==> src/rtl/decoder_seq_if.sv <==
// Select/enable bus between control logic and the decoder_seq row/digit driver.
// master drives en/mode/a; slave (the decoder) returns y/idx/wrap.
interface decoder_seq_if #(
  parameter int SEL_W = 2
) ();
  localparam int OUT_W = 2 ** SEL_W;

  logic             en;
  logic             mode;
  logic [SEL_W-1:0] a;
  logic [OUT_W-1:0] y;
  logic [SEL_W-1:0] idx;
  logic             wrap;

  modport master (output en, mode, a, input y, idx, wrap);
  modport slave  (input en, mode, a, output y, idx, wrap);
endinterface

==> src/rtl/decoder_seq.sv <==
// Registered one-hot decoder with optional autonomous scan mode.
// Scan mode, prescaler and wrap pulse exist only when DECODER_SEQ_SCAN_EN is defined.
module decoder_seq #(
  parameter int SEL_W    = 2,
  parameter int SCAN_DIV = 4
) (
  input  logic         clk,
  input  logic         rst,
  decoder_seq_if.slave bus
);
  localparam int OUT_W = 2 ** SEL_W;

  if (SCAN_DIV < 1 || SCAN_DIV > 65535) begin : g_bad_scan_div
    $error("decoder_seq: SCAN_DIV must be in 1..65535");
  end

`ifdef DECODER_SEQ_SCAN_EN
  typedef enum logic [1:0] {IDLE, DIRECT, SCAN} state_t;

  localparam logic [15:0]      DIV_LAST = 16'(SCAN_DIV - 1);
  localparam logic [SEL_W-1:0] IDX_ONE  = SEL_W'(1);
  localparam logic [SEL_W-1:0] IDX_MAX  = SEL_W'(OUT_W - 1);
`else
  typedef enum logic [1:0] {IDLE, DIRECT} state_t;
`endif

  function automatic logic [OUT_W-1:0] onehot(input logic [SEL_W-1:0] i);
    logic [OUT_W-1:0] v;
    v    = '0;
    v[i] = 1'b1;
    return v;
  endfunction

  state_t           state_q, state_d;
  logic [SEL_W-1:0] idx_q, idx_d;
  logic [OUT_W-1:0] y_q, y_d;
`ifdef DECODER_SEQ_SCAN_EN
  logic             wrap_q, wrap_d;
  logic [15:0]      presc_q, presc_d;
`endif

  // State and datapath registers.
  always_ff @(posedge clk or posedge rst) begin
    if (rst) begin
      state_q <= IDLE;
      idx_q   <= '0;
      y_q     <= '0;
`ifdef DECODER_SEQ_SCAN_EN
      wrap_q  <= 1'b0;
      presc_q <= '0;
`endif
    end else begin
      // NOTE: non-blocking so every register samples pre-edge values, independent of statement order.
      state_q <= state_d;
      idx_q   <= idx_d;
      y_q     <= y_d;
`ifdef DECODER_SEQ_SCAN_EN
      wrap_q  <= wrap_d;
      presc_q <= presc_d;
`endif
    end
  end

  // Next-state: en dominates, then mode picks the active state.
  always_comb begin
    state_d = DIRECT;
    if (!bus.en) begin
      state_d = IDLE;
`ifdef DECODER_SEQ_SCAN_EN
    end else if (bus.mode) begin
      state_d = SCAN;
`endif
    end
  end

  // Register next-values, keyed on the state being entered.
  always_comb begin
    // NOTE: defaults first so every path assigns every variable and no latch is inferred.
    idx_d = idx_q;
    y_d   = y_q;
`ifdef DECODER_SEQ_SCAN_EN
    wrap_d  = 1'b0;
    presc_d = '0;
`endif
    case (state_d)
      IDLE: begin
        idx_d = '0;
        y_d   = '0;
      end
      DIRECT: begin
        idx_d = bus.a;
        y_d   = onehot(bus.a);
      end
`ifdef DECODER_SEQ_SCAN_EN
      SCAN: begin
        if (state_q != SCAN) begin
          // Entry loads the start index; wrap is never raised here.
          idx_d = bus.a;
          y_d   = onehot(bus.a);
        end else if (presc_q == DIV_LAST) begin
          idx_d  = idx_q + IDX_ONE;
          y_d    = onehot(idx_q + IDX_ONE);
          wrap_d = (idx_q == IDX_MAX);
        end else begin
          presc_d = presc_q + 16'd1;
        end
      end
`endif
      default: begin
        idx_d = '0;
        y_d   = '0;
      end
    endcase
  end

  assign bus.y   = y_q;
  assign bus.idx = idx_q;
`ifdef DECODER_SEQ_SCAN_EN
  assign bus.wrap = wrap_q;
`else
  assign bus.wrap = 1'b0;
  logic unused_mode;
  assign unused_mode = bus.mode;
`endif
endmodule
==> src/flat_wrapper.sv <==
// flat-port wrapper written by rule: the top's interface ports become plain ports
module decoder_seq_flat 
#(
  parameter int SEL_W    = 2,
  parameter int SCAN_DIV = 4
)
  (clk, rst, bus_en, bus_mode, bus_a, bus_y, bus_idx, bus_wrap);
  decoder_seq_if #(.SEL_W(SEL_W)) bus_i ();
  input  logic clk;
  input  logic rst;
  input wire logic [$bits(bus_i.en)-1:0] bus_en;
  input wire logic [$bits(bus_i.mode)-1:0] bus_mode;
  input wire logic [$bits(bus_i.a)-1:0] bus_a;
  output wire logic [$bits(bus_i.y)-1:0] bus_y;
  output wire logic [$bits(bus_i.idx)-1:0] bus_idx;
  output wire logic [$bits(bus_i.wrap)-1:0] bus_wrap;
  assign bus_i.en = bus_en;
  assign bus_i.mode = bus_mode;
  assign bus_i.a = bus_a;
  assign bus_y = bus_i.y;
  assign bus_idx = bus_i.idx;
  assign bus_wrap = bus_i.wrap;
  decoder_seq #(.SEL_W(SEL_W), .SCAN_DIV(SCAN_DIV)) u_core (.clk(clk), .rst(rst), .bus(bus_i));
endmodule
==> config.mk <==
export PLATFORM = sky130hd
export DESIGN_NAME = decoder_seq_flat
export DESIGN_NICKNAME = d
export VERILOG_FILES = /design/src/rtl/decoder_seq_if.sv /design/src/rtl/decoder_seq.sv /design/src/flat_wrapper.sv
export SDC_FILE = /design/constraint.sdc
export NUM_CORES = 1
export LEC_CHECK = 0
export CORE_AREA = 4 4 41 43
export CTS_CLUSTER_SIZE = 28
export DETAILED_ROUTE_END_ITERATION = 8
export DIE_AREA = 0 0 45 47
export DONT_BUFFER_PORTS = 1
export PLACE_DENSITY = 0.38
export SYNTH_ARGS = -nofsm -noshare
export SYNTH_HDL_FRONTEND = slang
export SYNTH_SLANG_ARGS = --single-unit
==> constraint.sdc <==
create_clock -name clk -period 0.8 [get_ports clk]
set_clock_uncertainty 0.05 [all_clocks]
set_input_delay 0.04 -clock clk [delete_from_list [all_inputs] [get_ports clk]]
set_output_delay 0.04 -clock clk [all_outputs]
set_load 0.1 [all_outputs]
==> summary.md <==
| Metric | Value |
|---|---|
| Status | complete, but fails checks |
| Violated checks | negative setup slack |
| DIE WIDTH | 45 um |
| Critical-path cell list | buf_12 |
| Final Setup Violations | 6 |
| Top-area cell type share of the netlist area | 69.4% |
| Final Cell Area | 418 sq um |
| Final nets | 35 |
| Vias in the first global route | 151 |
| Global-route wire length before repair | 607 um |
| Max incr delay on CP | 0.40 ns |
| Overall Global Routing Usage | 4.94% |
| Worst setup SP type | flop |
| Clk pin slew, worst setup/hold paths | 0.04 ns |
| Sw frac | 30.1% |
| Part of the power in combinational logic | 26.5% |
| Placed inst area | 355 sq um |
| Crit. Startpoint | u_core.bus.y[3] |
| Hold slack | 0.110 ns |
| Cell Rows | 13 |
| Global placement routability congestion | 0.645 |
| DIE HEIGHT | 47 um |
| Core Box Area | 1300 sq um |
| Root Driver | clkbuf_4 |
| Proportion of power drawn by the clock network | 32.3% |
| Most common cell in the netlist | dfrtp_1 |
| Most frequent cells after synthesis | dfrtp_1 (6), and3b_1 (2) |
| Cts repair resizes | 0 |
| Seq pwr share | 41.2% |
| Final hold vios | 0 |
| Fillcell total | 145 |
| DRC errors left | 0 |
| Initial core utilization | 16.6% |
| WP data arrival | 0.81 ns |
| Critical path buffers and inverters | 1 |
| Synth Net Count | 21 |
| H-tree lvl count | 1 |
| TritonRoute pass-1 iters | 2 |
| Remaining Overflow, GRT | 0 |
| Drt total wl | 358 um |
| Max_cap viols | 0 |
| #FFs+latches synth | 6 |
| Critical Path Sink Type | output pin |
| Syn Area/Cell | 14.4 sq um |
| Antenna viol nets, final | 0 |
| Dominant synthesized flop cell | dfrtp_1 |
| Ys async rst share | 100% |
| Worst-path cell with the longest stage delay | dfrtp_2 |
| Hold Crit Class | in -> async |
| Fin util | 32.1% |
| RSZ-0062 raised after global routing | true |
| Fmax achieved | 1.11 GHz |
| Setup repair bufs after CTS | 0 |
| Net switching power | 241 uW |
| Inserted Clock Buffers | 3 |
| Layout Area Growth over Synthesis | 93.1% |
| Crit Path Max Fanout | 1 |
| Setup WS pre-CTS | 0.149 ns |
| Layout cells sized above 1 | 66.7% |
| Static leakage | 0.190 nW |
| Setup TNS | -0.568 ns |
| Cell internal pwr | 561 uW |
| Area leader, netlist | dfrtp_1 |
| Final worst-path cycle share | 112% |
| Post-synth EDFFs | 0 |
| Die area | 2120 sq um |
| Sequential share of the synthesized area | 69.4% |
| Worst Slack Setup Final | -0.0971 ns |
| Family with the most delay on the worst path | flip-flops |
| Mapped cell area | 216 sq um |
| Via count | 147 |
| Mapped Cells | 15 |
| PortBufs | 0 |
| Drt wl/cell | 8.52 um |
| Largest net degree at the start of global routing | 7 |
| Synth top area cells | dfrtp_1 (69%), and3b_1 (8.1%), nor3b_2 (5.8%) |
| CTS tree | built |
| # clock sinks | 6 |
| Max rail drop VDD | 0.618 mV |
| Crit Path Class | reg -> out |
| Storage element area | 158 sq um |
| Ant diodes | 0 |
| Synth warnings | 0 |
| Number of vias per cell | 3.50 |
| Drt initial violations | 1 |
| I/O pins | 13 |
| Data required, critical path | 0.71 ns |
| Max-slew violations | 0 |
| Clock Path Buffers | 2 |
| PD cells | 1920 nW/um^2 |
| Initial antenna violation count | 0 |
| Multi-input logic area | 55.1 sq um |
| Synth cell types | 9 |
| Min Tclk post-route | 0.897 ns |
==> cells by family after synthesis <==
| logic type | after synthesis | synth area share (%) |
|---|---|---|
| other | 1 | 1.73 |
| AND/OR/NAND/NOR | 6 | 23.7 |
| buffers and inverters | 2 | 5.20 |
| flip-flops | 6 | 69.4 |
==> flip-flops by register name (all words and copies together) (netlist names) <==
register,count
u_core.bus.y,4
u_core.bus.idx,2
==> layer usage <==
layer | global-route usage [%] | share of wire (%)
met1 | 3.72 | 39
met2 | 6.21 | 42
met3 | 2.30 | 14
met4 | 10.5 | 5.3
met5 | 0 | 0
==> stage by stage <==
| stage | total power [mW] | instances |
|---|---|---|
| after detailed placement | 0.528 | 35 |
| after floorplan | 0.465 | 15 |
| after CTS | 0.820 | 42 |
| after global placement | 0.527 | 35 |
| final | 0.803 | 42 |
| after global routing | 0.841 | 42 |
==> power by group through the flow <==
stage	combinational [mW]	clock (mW)	sequential (mW)
after global placement	0.192	0	0.335
after floorplan	0.0406	0	0.424
final	0.213	0.259	0.330
after CTS	0.215	0.275	0.331
after detailed placement	0.193	0	0.335
after global routing	0.220	0.290	0.332
==> placed cells by master, fill, tap and decap left out, drive strengths merged <==
cell type and count:
conb 1, nor3b 1, and2 2, buf 6, inv 1, clkbuf 3
dlygate4sd3 4, and3 1, dfrtp 6, and3b 2
==> timing repair <==
item	4_1_cts	5_1_grt
hold buffers	4	0
hold endpoints to repair	12	0
pin swaps	0	0
endpoints found under the setup margin	6	6
cloned	0	0
==> how the worst max path moves through the flow <==
stage                 endpoint  slack (ns)  cells past startpoint
floorplan           bus_idx[0]        0.06                      0
global placement      bus_y[0]        0.15                      1
detailed placement    bus_y[0]        0.15                      1
CTS                   bus_y[0]       -0.11                      1
global route        bus_idx[0]       -0.13                      1
finish                bus_y[3]        -0.1                      1
==> final cells by class <==
cell class	count	share of cell area (%)
clock buffers	3	5.39
inverters	1	0.898
multi-input cells	7	13.2
flip-flops and latches	6	37.7
well taps	15	4.49
repair buffers	10	38.3
Power figures use the tool's default switching activity.
